==> src/rtl/fp_pkg.sv <==
// Shared constants and types for the floating-point result path.
package fp_pkg;

  localparam int W     = 64;
  localparam int EXP_W = 11;
  localparam int MAN_W = 52;

  localparam int ZERO = 0;
  localparam int SUB  = 1;
  localparam int INF  = 2;
  localparam int NAN  = 3;

  typedef enum logic [1:0] {
    EMPTY = 2'd0,
    ONE   = 2'd1,
    FULL  = 2'd2
  } state_t;

endpackage

==> src/rtl/fp_classify.sv <==
// Combinational IEEE-754 class decoder: {sign, exp, man} -> one-hot {nan, inf, subnormal, zero}.
module fp_classify
  import fp_pkg::*;
(
  input  logic             i_sign,
  input  logic [EXP_W-1:0] i_exp,
  input  logic [MAN_W-1:0] i_man,
  output logic [3:0]       o_class
);

  logic w_exp_zero;
  logic w_exp_ones;
  logic w_man_zero;
  logic w_unused_sign;

  // Class does not depend on the sign; both signed zeros are "zero".
  assign w_unused_sign = i_sign;
  assign w_exp_zero    = (i_exp == '0);
  assign w_exp_ones    = (i_exp == '1);
  assign w_man_zero    = (i_man == '0);

  always_comb begin
    o_class       = 4'b0000;
    o_class[ZERO] = w_exp_zero && w_man_zero;
    o_class[SUB]  = w_exp_zero && !w_man_zero;
    o_class[INF]  = w_exp_ones && w_man_zero;
    o_class[NAN]  = w_exp_ones && !w_man_zero;
  end

endmodule

==> src/rtl/fp_add_result_stage.sv <==
// Two-entry skid buffer behind the FP adder with delivery counter.
// Define FP_RES_FLAGS_EN to build result classification, out_class and sticky_flags.
module fp_add_result_stage
  import fp_pkg::*;
#(
  parameter int TAG_W = 4,
  parameter int CNT_W = 16
) (
  input  logic             clk,
  input  logic             rst,
  input  logic             in_valid,
  output logic             in_ready,
  input  logic [W-1:0]     in_sum,
  input  logic [TAG_W-1:0] in_tag,
  output logic             out_valid,
  input  logic             out_ready,
  output logic [W-1:0]     out_sum,
  output logic [TAG_W-1:0] out_tag,
  output logic [3:0]       out_class,
  input  logic             flags_clr,
  output logic [3:0]       sticky_flags,
  output logic [CNT_W-1:0] res_count
);

  state_t           r_state;
  logic [W-1:0]     r_head_sum;
  logic [W-1:0]     r_tail_sum;
  logic [TAG_W-1:0] r_head_tag;
  logic [TAG_W-1:0] r_tail_tag;
  logic [CNT_W-1:0] r_count;

  logic w_accept;
  logic w_deliver;
  logic w_head_from_in;
  logic w_head_from_tail;
  logic w_tail_from_in;

  // Ready comes only from registered state, so there is no out_ready -> in_ready path.
  assign in_ready  = (r_state != FULL);
  assign out_valid = (r_state != EMPTY);
  assign w_accept  = in_valid && in_ready;
  assign w_deliver = out_valid && out_ready;

  assign w_head_from_in   = w_accept && ((r_state == EMPTY) || (r_state == ONE && w_deliver));
  assign w_tail_from_in   = w_accept && (r_state == ONE) && !w_deliver;
  assign w_head_from_tail = w_deliver && (r_state == FULL);

  assign out_sum   = r_head_sum;
  assign out_tag   = r_head_tag;
  assign res_count = r_count;

  always_ff @(posedge clk) begin
    if (rst) begin
      r_state    <= EMPTY;
      r_head_sum <= '0;
      r_head_tag <= '0;
      r_count    <= '0;
    end else begin
      if (w_deliver) begin
        r_count <= r_count + CNT_W'(1);
      end
      if (w_head_from_in) begin
        r_head_sum <= in_sum;
        r_head_tag <= in_tag;
      end else if (w_head_from_tail) begin
        r_head_sum <= r_tail_sum;
        r_head_tag <= r_tail_tag;
      end
      if (w_tail_from_in) begin
        r_tail_sum <= in_sum;
        r_tail_tag <= in_tag;
      end
      case (r_state)
        EMPTY:   if (w_accept) r_state <= ONE;
        ONE: begin
          if (w_accept && !w_deliver) r_state <= FULL;
          else if (!w_accept && w_deliver) r_state <= EMPTY;
        end
        FULL:    if (w_deliver) r_state <= ONE;
        default: r_state <= EMPTY;
      endcase
    end
  end

`ifdef FP_RES_FLAGS_EN
  logic [3:0] w_in_class;
  logic [3:0] r_head_class;
  logic [3:0] r_tail_class;
  logic [3:0] r_sticky;

  fp_classify u_classify (
    .i_sign  (in_sum[W-1]),
    .i_exp   (in_sum[W-2 -: EXP_W]),
    .i_man   (in_sum[MAN_W-1:0]),
    .o_class (w_in_class)
  );

  always_ff @(posedge clk) begin
    if (rst) begin
      r_head_class <= '0;
      r_sticky     <= '0;
    end else begin
      if (w_head_from_in)        r_head_class <= w_in_class;
      else if (w_head_from_tail) r_head_class <= r_tail_class;
      if (w_tail_from_in)        r_tail_class <= w_in_class;
      // An accept coinciding with a clear leaves only the new entry's class.
      if (w_accept)       r_sticky <= flags_clr ? w_in_class : (r_sticky | w_in_class);
      else if (flags_clr) r_sticky <= '0;
    end
  end

  assign out_class    = r_head_class;
  assign sticky_flags = r_sticky;
`else
  logic w_unused_flags_clr;

  assign w_unused_flags_clr = flags_clr;
  assign out_class          = 4'b0000;
  assign sticky_flags       = 4'b0000;
`endif

endmodule

==> config.mk <==
export PLATFORM = sky130hd
export DESIGN_NAME = fp_add_result_stage
export DESIGN_NICKNAME = d
export VERILOG_FILES = /design/src/rtl/fp_pkg.sv /design/src/rtl/fp_classify.sv /design/src/rtl/fp_add_result_stage.sv
export SDC_FILE = /design/constraint.sdc
export NUM_CORES = 1
export LEC_CHECK = 0
export ABC_AREA = 1
export ABC_CLOCK_PERIOD_IN_PS = 21500
export BUFFER_PORTS_ARGS = -buffer_cell sky130_fd_sc_hd__buf_2
export CAP_MARGIN = 30
export CORE_ASPECT_RATIO = 0.9
export CORE_MARGIN = 8
export CORE_UTILIZATION = 55
export CTS_CLUSTER_DIAMETER = 60
export DETAILED_ROUTE_END_ITERATION = 7
export PLACE_DENSITY = 0.84
export SLEW_MARGIN = 20
export SYNTH_ARGS = -nofsm -noshare
export SYNTH_HDL_FRONTEND = slang
export SYNTH_SLANG_ARGS = --single-unit
==> constraint.sdc <==
create_clock -name clk -period 21.5 [get_ports clk]
set_clock_uncertainty 0.15 [all_clocks]
set_input_delay 5.375 -clock clk [delete_from_list [all_inputs] [get_ports clk]]
set_output_delay 5.375 -clock clk [all_outputs]
set_load 0.02 [all_outputs]
After elaboration in Yosys (flattened, before gate mapping)
Index checks and enable logic that the tools add are counted.

Word-level logic and storage cells: 40. Input port bits: 73. Bits in registers: 154.

Reduce and logical (&&, ||, !) cells: 17. Bitwise operators: 1. Equal/unequal tests: 6. Multiplexer cells: 9. Add/sub/neg operators: 1.

Operators by type and width (count): $mux 64 (2); $add 16x1->16 const B (1); $logic_and 1x1->1 (9); $mux 2 (4); $mux 4 (2); $ne 2x2->1 const B (3); $pmux 2 s3 (1); $reduce_bool 2->1 (2); $ne 3x1->1 const B (1); $reduce_and 3->1 (1); $eq 2x1->1 const B (1); $eq 2x2->1 const B (1); $logic_not 1->1 (2); $logic_not 2->1 (1); $reduce_and 2->1 (1); $logic_or 1x1->1 (1); $not 1->1 (1).

Depth between registers and ports, before layout
Gate-level depths: netlist of run 1.

Depth after elaboration: 7. Mapped depth: 9. Gate-level depth less buffers: 8.

Worst setup path after synthesis of run 1
Ideal clock, no wire load.

Path type: input-to-reg. Start: in rst. End: reg r_tail_sum[0] (enable). Path slack: 8.570 ns. Stages on the path: 1. Data required time: 20.677 ns. Library setup time: 0.673 ns. Data arrival time: 12.108 ns. Cell sequence: nor4_1.

Longest elaborated chain between the ends: 2.

Ends and longest elaborated chain: from (decl) (line fp_add_result_stage.sv:10) `input logic rst,`; $not 1->1 (no source line); $reduce_and 2->1 (no source line); to (signal assigned) (line fp_add_result_stage.sv:70) `r_tail_sum <= in_sum;`; to (decl) (line fp_add_result_stage.sv:27) `logic [W-1:0] r_tail_sum;`.

No other way between the ends. A chain may end at the register's enable or synchronous reset.

Worst setup path after layout of run 1
Start: in out_ready. End: reg r_head_sum[45] (netlist: out_sum[45]).

Longest elaborated chain between the ends: 5. Elaborated cells on any way between the ends: 7. Classes of those cells: mux: 1; reduce/logical: 6.

Ends and longest elaborated chain: from (decl) (line fp_add_result_stage.sv:16) `input logic out_ready,`; $logic_and 1x1->1 (*) (line fp_add_result_stage.sv:42) `assign w_deliver = out_valid && out_ready;`; $logic_and 1x1->1 (line fp_add_result_stage.sv:44) `assign w_head_from_in = w_accept && ((r_state == EMPTY) || (r_state == ONE && w_deliver));`; $logic_or 1x1->1 (line fp_add_result_stage.sv:44); $logic_and 1x1->1 (line fp_add_result_stage.sv:44); $mux 64 or $reduce_bool 2->1 (tied branches); to (signal assigned) (line fp_add_result_stage.sv:63) `r_head_sum <= in_sum;`; to (signal assigned) (line fp_add_result_stage.sv:66) `r_head_sum <= r_tail_sum;`; to (decl) (line fp_add_result_stage.sv:26) `logic [W-1:0] r_head_sum;`.

Every way passes the cells marked *; elsewhere a longest branch is shown, timed or not.

==> results of run 1 <==
-- tightest hold or removal path, delay by kind of cell (launching register included) --
kind,cells,cell delay [ns]
AO/OA/AOI/OAI,1,0.05
buffers and inverters,1,0.07
flip-flops,1,0.33
-- layout make-up --
type,instances,area [sq um]
clock inverter,11,133.9
sequential,154,3764
timing repair buffer,162,823.3
tap,129,161.4
clock buffer,21,481.7
multi-input combinational,373,1782
inverter,20,77.57
fill,753,3068
-- how the worst max path moves through the flow --
stage              start  depth (start not counted)       endpoint
3_5_place_dp   out_ready                          7    out_sum[47]
5_1_grt        out_ready                          7    out_sum[45]
4_1_cts        out_ready                          7    out_sum[45]
3_3_place_gp   out_ready                          7    out_sum[29]
6_report       out_ready                          7    out_sum[45]
2_1_floorplan        rst                          1  r_tail_sum[0]
-- report_power, final --
group	internal (mW)	switching [mW]
clock network	0.185	0.117
logic	0.0307	0.0718
registers	0.325	0.00978
-- layer usage --
layer | vias to the layer above | GRT usage, % | wire [um] | part of all wire [%]
met5 | - | 0 | 0 | 0
met4 | 0 | 6.816 | 212 | 1.4
met3 | 20 | 8.716 | 1503 | 10
met2 | 227 | 35.28 | 7242 | 48
met1 | 2296 | 23.88 | 6123 | 41
li1 | 2306 | - | - | -
-- registers in the layout, indices dropped and copies added (netlist names) --
signal,cells
r_tail_tag,4
res_count,16
out_tag,4
out_sum,64
r_state,2
r_tail_sum,64
-- layout by cell type, fill, tap and decap left out, types with 16 or more instances in the layout --
| cell type | count |
|---|---|
| inv_1 | 16 |
| buf_2 | 157 |
| edfxtp_1 | 68 |
| o21ai_1 | 25 |
| clkbuf_16 | 18 |
| dfxtp_1 | 86 |
| nor2_1 | 24 |
| o21ai_0 | 117 |
| a21oi_1 | 77 |
| nand2_1 | 94 |
-- kinds of logic (layout without fill, tap and decap cells) --
| family | Yosys count | count (layout) | share of synthesized area [%] |
|---|---|---|---|
| XOR/XNOR | 2 | 2 | 0.3008 |
| other | 1 | 8 | 0.06439 |
| AO/OA/AOI/OAI | 223 | 223 | 19.51 |
| adder cells (fa/ha/maj) | 1 | 1 | 0.2148 |
| AND/OR/NAND/NOR | 139 | 139 | 9.946 |
| buffers and inverters | 65 | 214 | 5.349 |
| flip-flops | 154 | 154 | 64.62 |
-- metrics by stage --
stage                     power (mW)  area [sq um]  cells  worst slack (ns)
after detailed placement      0.4423          6608    838             13.99
final                         0.7404          7223    870             14.36
after floorplan               0.4068          5851    592             8.570
after CTS                     0.7437          7223    870             14.40
after global placement        0.4379          6608    838             14.11
after global routing          0.7677          7223    870             14.23
==> insert_results.sql, run 1 <==
INSERT INTO impl_metrics (metric_group, metric, value, unit) VALUES
('power_and_ir_drop', 'worst_ir_drop_vdd', '0.08530', 'mV'),
('sta', 'fin_crit', '7.142', 'ns'),
('grt', 'grt_antenna_before_repair', '0', ''),
('cells_and_area', 'postLayoutCoreUtil', '70.19', '%'),
('yosys', 'postSynthCellCount', '585', ''),
('clock_tree', 'clock_sinks', '154', ''),
('detailed_routing', 'drt_first_pass_iters', '5', ''),
('power_and_ir_drop', 'static-leakage-power', '2.993', 'nW'),
('yosys', 'fraction_of_the_yosys_area_taken_by_sequential_cells', '64.62', '%'),
('die', 'starting_utilization_of_the_core_area', '56.60', '%'),
('setup_path', 'rrSetupSlack', '19.09', 'ns'),
('setup_path', 'worst-path-max-fanout', '69', ''),
('setup_path', 'worst_setup_path_end_kind', 'register', ''),
('grt', 'global_route.overflow_total', '0', ''),
('detailed_routing', 'detail_route.vias_per_cell', '5.574', ''),
('clock_tree', 'cts.hold.buffers_added', '0', ''),
('detailed_routing', 'route.antenna.remaining_nets', '0', ''),
('sta', 'max_freq', '140.0', 'MHz'),
('yosys', 'synth_most_common_cell', 'o21ai_0', ''),
('sta', 'timing_hold_violations_final', '0', ''),
('hold_path', 'min_delay_path_depth', '2', ''),
('yosys', 'synth_cell_types', '31', ''),
('setup_path', 'timing.critical_path.cells', 'buf_2, inv_2, a21oi_4, inv_4, nand2_4, o21ai_0, a21oi_1', ''),
('hold_path', 'holdCritPathClass', 'register to register', ''),
('sta', 'fin_tns_setup', '0', 'ns'),
('die', 'num_io_pins', '167', ''),
('setup_path', 'regToRegStartpoint', 'r_state[1]', ''),
('placed_design', 'port_buffers', '157', ''),
('clock_tree', 'post_cts_resized', '0', ''),
('hold_path', 'holdPathEnd', 'res_count[8]', ''),
('detailed_routing', 'detail_route.wl_per_cell', '17.33', 'um'),
('sta', 'hold_ws', '0.3503', 'ns'),
('sta', 'worst_slew_margin_relative_to_its_limit', '48.25', '%'),
('clock_tree', 'clock_tree.buffer_depth', '2', ''),
('sta', 'timing.final.max_slew_violations', '0', ''),
('yosys', 'netlist.area_leader.share', '35.06', '%'),
('setup_path', 'crit_family', 'buffers and inverters', ''),
('setup_path', 'worstPathArrival', '7.28', 'ns'),
('yosys', 'synthArstFlopShare', '0', '%'),
('yosys', 'synth_area_leaders', 'edfxtp_1 (35%), dfxtp_1 (30%), o21ai_0 (10%), a21oi_1 (6.6%), nand2_1 (6.1%)', ''),
('grt', 'grt_start_max_net_pins', '70', ''),
('yosys', 'syn-mean-instance-area', '9.956', 'sq um'),
('setup_path', 'critPathLaunchType', 'input pin', ''),
('die', 'die_width', '124.5', 'um'),
('setup_path', 'critical_path.slowest_cell', 'nand2_4', ''),
('power_and_ir_drop', 'power_density_of_the_placed_cells', '102.5', 'nW/um^2'),
('setup_path', 'rr_endpoint', 'out_sum[45]', ''),
('status', 'outcome', 'finished, final reports clean', ''),
('cells_and_area', 'syn_to_final_growth', '24.02', '%'),
('detailed_routing', 'postRouteWirelength', '15080', 'um'),
('clock_tree', 'numCtsBuffers', '17', ''),
('placed_design', 'hpwlAfterDp', '9390', 'um'),
('clock_tree', 'cts.reportedPaths.clkPinSlew', '0.06', 'ns'),
('clock_tree', 'cts_root_buf', 'clkbuf_16', ''),
('grt', 'grt_first_pass_wirelength', '24600', 'um'),
('setup_path', 'setup.worst_path.class', 'input pin to register', ''),
('detailed_routing', 'drcViolationCount', '0', ''),
('sta', 'setup_violation_total_in_the_final_timing_report', '0', ''),
('yosys', 'synth.cell_area', '5824', 'sq um'),
('setup_path', 'timing.critical_path.required', '21.64', 'ns'),
('clock_tree', 'ctsHtreeMaxLevel', '4', ''),
('setup_path', 'rr_worst_depth', '7', ''),
('detailed_routing', 'drt_iter0_markers', '457', ''),
('cells_and_area', 'drive_gt1_share', '27.80', '%'),
('yosys', 'synth.largest_area_cell', 'edfxtp_1', ''),
('die', 'dieArea', '14140', 'sq um'),
('setup_path', 'timing.critical_path.slowest_cell_delay', '0.55', 'ns'),
('clock_tree', 'tritoncts', 'built', ''),
('cells_and_area', 'diodes_inserted', '0', ''),
('sta', 'layout_worst_path_cycle_share', '33.22', '%'),
('grt', 'via_count_of_the_first_global_routing_pass', '5045', '');
Note: power is estimated with default switching activity, not from simulation.
==> inputs of run 2 (changes only) <==
--- a/config.mk
+++ b/config.mk
@@ -5,16 +5,16 @@
 export SDC_FILE = /design/constraint.sdc
 export NUM_CORES = 1
 export LEC_CHECK = 0
-export ABC_AREA = 1
-export ABC_CLOCK_PERIOD_IN_PS = 21500
+export ABC_AREA = 0
+export ABC_CLOCK_PERIOD_IN_PS = 6000
 export BUFFER_PORTS_ARGS = -buffer_cell sky130_fd_sc_hd__buf_2
 export CAP_MARGIN = 30
 export CORE_ASPECT_RATIO = 0.9
 export CORE_MARGIN = 8
-export CORE_UTILIZATION = 55
+export CORE_UTILIZATION = 47
 export CTS_CLUSTER_DIAMETER = 60
 export DETAILED_ROUTE_END_ITERATION = 7
-export PLACE_DENSITY = 0.84
+export PLACE_DENSITY = 0.76
 export SLEW_MARGIN = 20
 export SYNTH_ARGS = -nofsm -noshare
 export SYNTH_HDL_FRONTEND = slang
==> constraint.sdc (replaced) <==
create_clock -name clk -period 6 [get_ports clk]
set_clock_uncertainty 0.15 [all_clocks]
set_input_delay 1.5 -clock clk [delete_from_list [all_inputs] [get_ports clk]]
set_output_delay 1.5 -clock clk [all_outputs]
set_load 0.02 [all_outputs]
==> insert_results.sql, run 2 <==
INSERT INTO impl_metrics (metric_group, metric, value, unit) VALUES
('yosys', 'synth.yosys.warnings', '0', ''),
('grt', 'aggregate_global_route_resource_usage', '17.14', '%'),
('cells_and_area', 'finalNetCount', '703', ''),
('sta', 'worst_slew_margin_relative_to_its_limit', '35.67', '%'),
('sta', 'hold_ws', '0.3423', 'ns'),
('grt', 'grt_start_max_net_pins', '87', ''),
('detailed_routing', 'route.antenna.remaining_nets', '0', ''),
('sta', 'worstMarginPinSlew', '0.9649', 'ns'),
('placed_design', 'place_congestion', '0.7973', ''),
('yosys', 'synth-seq-cells', '154', ''),
('sta', 'final_critical_path_setup_slack', '2.562', 'ns'),
('die', 'num_io_pins', '167', ''),
('setup_path', 'worst-path-max-fanout', '52', ''),
('clock_tree', 'post_cts_resized', '0', ''),
('yosys', 'synth.cell_area', '5933', 'sq um'),
('sta', 'timing_hold_violations_final', '0', ''),
('sta', 'fin_crit', '3.438', 'ns'),
('grt', 'via_count_of_the_first_global_routing_pass', '4392', ''),
('setup_path', 'setup.worst_path.class', 'input pin to register', ''),
('hold_path', 'holdCritPathClass', 'register to register', ''),
('clock_tree', 'cts_setup_buffers', '0', ''),
('yosys', 'number_of_synthesized_flops_with_an_enable_pin', '68', ''),
('detailed_routing', 'drcViolationCount', '0', ''),
('cells_and_area', 'final_cell_mix', 'buf_2 (157), dfxtp_1 (86), nor2_1 (82)', ''),
('placed_design', 'port_buffers', '157', ''),
('clock_tree', 'ctsHtreeMaxLevel', '4', ''),
('die', 'core-area', '12490', 'sq um'),
('setup_path', 'worstPathArrival', '3.59', 'ns'),
('clock_tree', 'numCtsBuffers', '17', ''),
('sta', 'rsz0062_at_grt', 'no', ''),
('placed_design', 'hpwlAfterDp', '9528', 'um'),
('grt', 'grt_first_pass_wirelength', '22300', 'um'),
('clock_tree', 'cts_root_buf', 'clkbuf_16', ''),
('grt', 'global_route.overflow_total', '0', ''),
('setup_path', 'critical_path.slowest_cell', 'nand2_4', ''),
('status', 'outcome', 'finished, final reports clean', ''),
('sta', 'setup_violation_total_in_the_final_timing_report', '0', ''),
('power_and_ir_drop', 'static-leakage-power', '3.215', 'nW'),
('setup_path', 'critPathLaunchType', 'input pin', ''),
('detailed_routing', 'routed-via-count', '4229', ''),
('yosys', 'synth_cell_types', '32', ''),
('setup_path', 'timing.critical_path.cells', 'buf_2, nand2b_1, nand2_4, buf_4, mux2i_1, a211oi_1', ''),
('cells_and_area', 'syn_to_final_growth', '25.41', '%'),
('yosys', 'postSynthCellCount', '483', ''),
('setup_path', 'rrSetupSlack', '3.38', 'ns'),
('sta', 'fin_tns_setup', '0', 'ns'),
('clock_tree', 'worstSkewPairLatency', '0.41', 'ns'),
('die', 'dieArea', '16480', 'sq um'),
('clock_tree', 'clock_tree.buffer_depth', '2', ''),
('grt', 'grt_antenna_before_repair', '0', ''),
('die', 'row_count', '39', ''),
('detailed_routing', 'drt_first_pass_iters', '4', ''),
('cells_and_area', 'drive_gt1_share', '30.37', '%'),
('setup_path', 'timing.critical_path.required', '6.15', 'ns'),
('clock_tree', 'cts.hold.buffers_added', '0', ''),
('clock_tree', 'clock_sinks', '154', ''),
('setup_path', 'worst_setup_path_end_kind', 'register', ''),
('detailed_routing', 'postRouteWirelength', '14070', 'um'),
('clock_tree', 'cts.reportedPaths.clkPinSlew', '0.06', 'ns'),
('cells_and_area', 'postLayoutCoreUtil', '59.57', '%'),
('die', 'starting_utilization_of_the_core_area', '47.50', '%'),
('yosys', 'fraction_of_the_yosys_area_taken_by_sequential_cells', '63.43', '%'),
('sta', 'timing.final.max_slew_violations', '0', ''),
('yosys', 'synthArstFlopShare', '0', '%'),
('yosys', 'synth_commonest_cells', 'dfxtp_1 (86), nor2_1 (82), mux2i_1 (70)', ''),
('power_and_ir_drop', 'worst_ir_drop_vdd', '0.2530', 'mV'),
('run', 'number_of_violations_of_the_max_capacitance_limit', '0', ''),
('yosys', 'synth.largest_area_cell', 'edfxtp_1', ''),
('placed_design', 'pre_cts_ws', '2.162', 'ns'),
('setup_path', 'timing.critical_path.slowest_cell_delay', '0.76', 'ns'),
('detailed_routing', 'drt_iter0_markers', '208', ''),
('yosys', 'synth_most_common_cell', 'dfxtp_1', ''),
('power_and_ir_drop', 'power', '2.585', 'mW'),
('detailed_routing', 'detail_route.wl_per_cell', '17.43', 'um'),
('yosys', 'synth_area_leaders', 'edfxtp_1 (34%), dfxtp_1 (29%), mux2i_1 (12%), a211oi_1 (8.7%), nor2_1 (5.2%)', ''),
('yosys', 'synth_flop_type', 'dfxtp_1', ''),
('sta', 'max_freq', '290.9', 'MHz'),
('die', 'die_h', '122.6', 'um'),
('detailed_routing', 'detail_route.vias_per_cell', '5.240', ''),
('yosys', 'netlist.area_leader.share', '34.42', '%'),
('clock_tree', 'tritoncts', 'built', ''),
('yosys', 'syn-mean-instance-area', '12.28', 'sq um'),
('die', 'die_width', '134.4', 'um'),
('power_and_ir_drop', 'power_density_of_the_placed_cells', '347.4', 'nW/um^2'),
('cells_and_area', 'layout.cells.most_common', 'buf_2', ''),
('sta', 'layout_worst_path_cycle_share', '57.29', '%');
## run 2: cell count changes after synthesis, sizes merged, moves of 10 or more
cell,change
o21ai,-141
nand2,-89
a21oi,-74
mux2i,+70
a211oi,+68
nor2,+56
inv,-16
clkbuf,-10
## run 2: final cells by class
type / count / area [sq um]
inverters: 4 / 15.01
flip-flops and latches: 154 / 3764
fillers: 1013 / 5051
well taps: 164 / 205.2
repair buffers: 164 / 850.8
multi-input cells: 288 / 1989
clock buffers: 24 / 471.7
diodes: 1 / 2.502
clock inverters: 8 / 142.6
## run 2: worst max-delay path: cells and delay by family
kind            cells  cell delay, ns
simple gates        2            1.01
buf+inv             2            0.60
compound gates      1            0.33
mux                 1            0.13
## run 2: power breakdown
part           internal [mW]  switching [mW]
logic                  0.109           0.191
registers               1.15          0.0261
clock network          0.716           0.394
total                   1.97           0.611
## run 2: layer usage
layer  vias up  routed length (um)  GRT usage, %
met1      2016                6157         20.25
met2       146                6646         28.07
met5         -                   0             0
met3        10                1157         6.751
li1       2057                   -             -
met4         0                 103         6.027
## run 2: per-stage QoR
step	cells	area (sq um)
2_1_floorplan	490	5964
3_3_place_gp	773	6804
3_5_place_dp	773	6804
4_1_cts	805	7418
5_1_grt	806	7438
6_report	807	7441
## run 2: worst paths after layout
kind | startpoint | endpoint | depth (start not counted)
max | out_ready | out_sum[18] | 6
min | res_count[15] | res_count[15] | 2
max reg2reg | r_state[0] | out_sum[18] | 5
min reg2reg | res_count[15] | res_count[15] | 2
## run 2: kinds of logic (layout without fill, tap and decap cells)
| logic type | Yosys count | count (layout) | synth area share, % |
|---|---|---|---|
| other | 1 | 9 | 0.06320 |
| DFF | 154 | 154 | 63.43 |
| and+or+nand+nor | 116 | 116 | 8.562 |
| adders and majority gates | 1 | 1 | 0.2108 |
| buffers and inverters | 48 | 200 | 4.028 |
| xor gates and xnor gates | 12 | 12 | 1.771 |
| AOI/OAI and AO/OA | 81 | 81 | 10.12 |
| muxes | 70 | 70 | 11.81 |
==> inputs of run 3 (changes only) <==
--- a/config.mk
+++ b/config.mk
@@ -5,16 +5,16 @@
 export SDC_FILE = /design/constraint.sdc
 export NUM_CORES = 1
 export LEC_CHECK = 0
-export ABC_AREA = 0
-export ABC_CLOCK_PERIOD_IN_PS = 6000
+export ABC_AREA = 1
+export ABC_CLOCK_PERIOD_IN_PS = 3500
 export BUFFER_PORTS_ARGS = -buffer_cell sky130_fd_sc_hd__buf_2
 export CAP_MARGIN = 30
 export CORE_ASPECT_RATIO = 0.9
 export CORE_MARGIN = 8
-export CORE_UTILIZATION = 47
+export CORE_UTILIZATION = 51
 export CTS_CLUSTER_DIAMETER = 60
 export DETAILED_ROUTE_END_ITERATION = 7
-export PLACE_DENSITY = 0.76
+export PLACE_DENSITY = 0.79
 export SLEW_MARGIN = 20
 export SYNTH_ARGS = -nofsm -noshare
 export SYNTH_HDL_FRONTEND = slang
==> constraint.sdc (replaced) <==
create_clock -name clk -period 3.5 [get_ports clk]
set_clock_uncertainty 0.15 [all_clocks]
set_input_delay 0.875 -clock clk [delete_from_list [all_inputs] [get_ports clk]]
set_output_delay 0.875 -clock clk [all_outputs]
set_load 0.02 [all_outputs]
==> insert_results.sql, run 3 (synthesized netlist as in run 1, its figures left out) <==
INSERT INTO impl_metrics (metric_group, metric, value, unit) VALUES
('setup_path', 'timing.critical_path.slowest_cell_delay', '0.36', 'ns'),
('clock_tree', 'cts_root_buf', 'clkbuf_16', ''),
('setup_path', 'critPathBufInv', '2', ''),
('grt', 'global_route.overflow_total', '0', ''),
('cells_and_area', 'postLayoutCoreUtil', '64.06', '%'),
('die', 'die_width', '128.6', 'um'),
('detailed_routing', 'drcViolationCount', '0', ''),
('detailed_routing', 'detail_route.wl_per_cell', '16.50', 'um'),
('clock_tree', 'cts.hold.buffers_added', '0', ''),
('power_and_ir_drop', 'power_density_of_the_placed_cells', '618.5', 'nW/um^2'),
('setup_path', 'timing.critical_path.cells', 'nor2_1, inv_1, buf_2', ''),
('sta', 'hold_ws', '0.3476', 'ns'),
('clock_tree', 'ctsHtreeMaxLevel', '4', ''),
('sta', 'timing_hold_violations_final', '0', ''),
('cells_and_area', 'layout.cells.most_common', 'buf_2', ''),
('placed_design', 'place_congestion', '0.8075', ''),
('setup_path', 'rr_endpoint', 'out_sum[31]', ''),
('clock_tree', 'numCtsBuffers', '17', ''),
('setup_path', 'critPathLaunchType', 'register', ''),
('clock_tree', 'clock_sinks', '154', ''),
('cells_and_area', 'layoutNonFillerInstCount', '896', ''),
('sta', 'setup_violation_total_in_the_final_timing_report', '0', ''),
('sta', 'final_critical_path_setup_slack', '1.169', 'ns'),
('clock_tree', 'worstSkewPairLatency', '0.41', 'ns'),
('setup_path', 'worst_setup_path_end_kind', 'output port', ''),
('setup_path', 'crit_family', 'flip-flops', ''),
('sta', 'layout_worst_path_cycle_share', '66.60', '%'),
('cells_and_area', 'syn_to_final_growth', '24.23', '%'),
('grt', 'grt_start_max_net_pins', '69', ''),
('hold_path', 'min-delay-start', 'res_count[3]', ''),
('grt', 'global_route.usage.met1', '23.03', '%'),
('setup_path', 'worstPathArrival', '1.31', 'ns'),
('clock_tree', 'cts.reportedPaths.clkPinSlew', '0.05', 'ns'),
('clock_tree', 'tritoncts', 'built', ''),
('sta', 'rsz0062_at_grt', 'no', ''),
('detailed_routing', 'detail_route.vias_per_cell', '5.287', ''),
('detailed_routing', 'postRouteWirelength', '14790', 'um'),
('grt', 'grt_most_used_layer', 'met2', ''),
('detailed_routing', 'drt_iter0_markers', '446', ''),
('power_and_ir_drop', 'worst_ir_drop_vdd', '0.4989', 'mV'),
('cells_and_area', 'n_fill_cell', '948', ''),
('die', 'core-area', '11300', 'sq um'),
('placed_design', 'placed_cells_incl_taps', '867', ''),
('die', 'num_io_pins', '167', ''),
('grt', 'grt_antenna_before_repair', '1', ''),
('die', 'starting_utilization_of_the_core_area', '51.56', '%'),
('grt', 'aggregate_global_route_resource_usage', '19.46', '%'),
('hold_path', 'holdCritPathClass', 'register to register', ''),
('hold_path', 'min_delay_path_depth', '2', ''),
('clock_tree', 'cts_setup_buffers', '0', ''),
('clock_tree', 'post_cts_resized', '0', ''),
('grt', 'via_count_of_the_first_global_routing_pass', '4829', ''),
('clock_tree', 'clock_tree.buffer_depth', '2', ''),
('setup_path', 'rrSetupSlack', '1.61', 'ns'),
('cells_and_area', 'diodes_inserted', '0', ''),
('sta', 'worst_slew_margin_relative_to_its_limit', '48.49', '%'),
('cells_and_area', 'finalNetCount', '804', ''),
('setup_path', 'rr_worst_depth', '6', ''),
('grt', 'grt_first_pass_wirelength', '23700', 'um'),
('detailed_routing', 'drt_first_pass_iters', '5', ''),
('detailed_routing', 'route.antenna.remaining_nets', '0', ''),
('power_and_ir_drop', 'power', '4.475', 'mW'),
('cells_and_area', 'final_cell_mix', 'buf_2 (157), o21ai_0 (117), nand2_1 (94)', ''),
('sta', 'timing.final.max_slew_violations', '0', ''),
('hold_path', 'holdPathEnd', 'res_count[3]', ''),
('setup_path', 'regToRegStartpoint', 'r_state[1]', ''),
('die', 'dieArea', '15100', 'sq um'),
('placed_design', 'pre_cts_ws', '0.9720', 'ns'),
('placed_design', 'hpwlAfterDp', '9428', 'um'),
('run', 'number_of_violations_of_the_max_capacitance_limit', '0', ''),
('setup_path', 'setup.worst_path.class', 'register to output port', ''),
('setup_path', 'critical_path.slowest_cell', 'dfxtp_1', ''),
('cells_and_area', 'drive_gt1_share', '27.03', '%'),
('die', 'die_h', '117.4', 'um'),
('die', 'row_count', '37', ''),
('sta', 'worstMarginPinSlew', '0.7727', 'ns'),
('sta', 'max_freq', '429.0', 'MHz'),
('detailed_routing', 'routed-via-count', '4737', ''),
('grt', 'globalRouteMet3Util', '7.337', '%'),
('setup_path', 'timing.critical_path.required', '2.47', 'ns'),
('sta', 'fin_crit', '2.331', 'ns'),
('status', 'outcome', 'finished, final reports clean', ''),
('setup_path', 'worst-path-max-fanout', '4', ''),
('placed_design', 'port_buffers', '157', ''),
('power_and_ir_drop', 'static-leakage-power', '2.994', 'nW'),
('grt', 'met2_usage', '31.51', '%');
==> run 3: cell types whose count changed in the layout (fill, tap and decap cells not counted), moves of 58 or more <==
| cell | change |
|---|---|
| nor2_1 | -58 |
| a211oi_1 | -68 |
| nand2_1 | +87 |
| mux2i_1 | -70 |
| a21oi_1 | +73 |
| o21ai_0 | +117 |
==> run 3: power by group <==
part           switching (mW)  total (mW)  internal [mW]  leakage (nW)
Clock                   0.642        1.79           1.15         0.277
Sequential             0.0585        2.06           2.00          1.32
Combinational           0.437       0.629          0.191          1.39
==> run 3: layout make-up <==
type / count / area (sq um) / share of cell area, %
well taps: 156 / 195.2 / 2.698
repair buffers: 164 / 838.3 / 11.59
multi-input cells: 373 / 1790 / 24.74
inverters: 20 / 77.57 / 1.072
clock buffers: 25 / 475.5 / 6.571
clock inverters: 4 / 95.09 / 1.314
flip-flops and latches: 154 / 3764 / 52.01
==> run 3: worst max path at each step <==
stage          startpoint        endpoint  slack, ns  cells after the start
6_report       r_state[0]       out_valid       1.17                      3
5_1_grt        r_state[1]        in_ready       1.04                      4
4_1_cts        r_state[0]       out_valid       1.14                      3
3_5_place_dp    out_ready     out_sum[46]       0.97                      6
3_3_place_gp    out_ready  r_tail_sum[24]       1.08                      3
2_1_floorplan   out_ready   r_tail_sum[0]      -0.25                      1
==> run 3: routing by layer <==
layer  vias up  wire length [um]
li1       2309                 -
met1      2233              5956
met2       177              7356
met3        16              1309
met4         2               157
met5         -                 8
==> run 3: through the flow <==
stage	cell area (sq um)	TNS, ns
6_report	7236	0
5_1_grt	7236	0
4_1_cts	7236	0
3_5_place_dp	6665	0
3_3_place_gp	6665	0
2_1_floorplan	5866	-16.86
==> run 3: worst register-to-register path: cells and delay by family, from the launching register on <==
kind                   cells  cell delay (ns)
and+or+nand+nor            3             0.82
AOI/OAI and AO/OA          2             0.45
DFF                        1             0.35
buffers and inverters      1             0.05
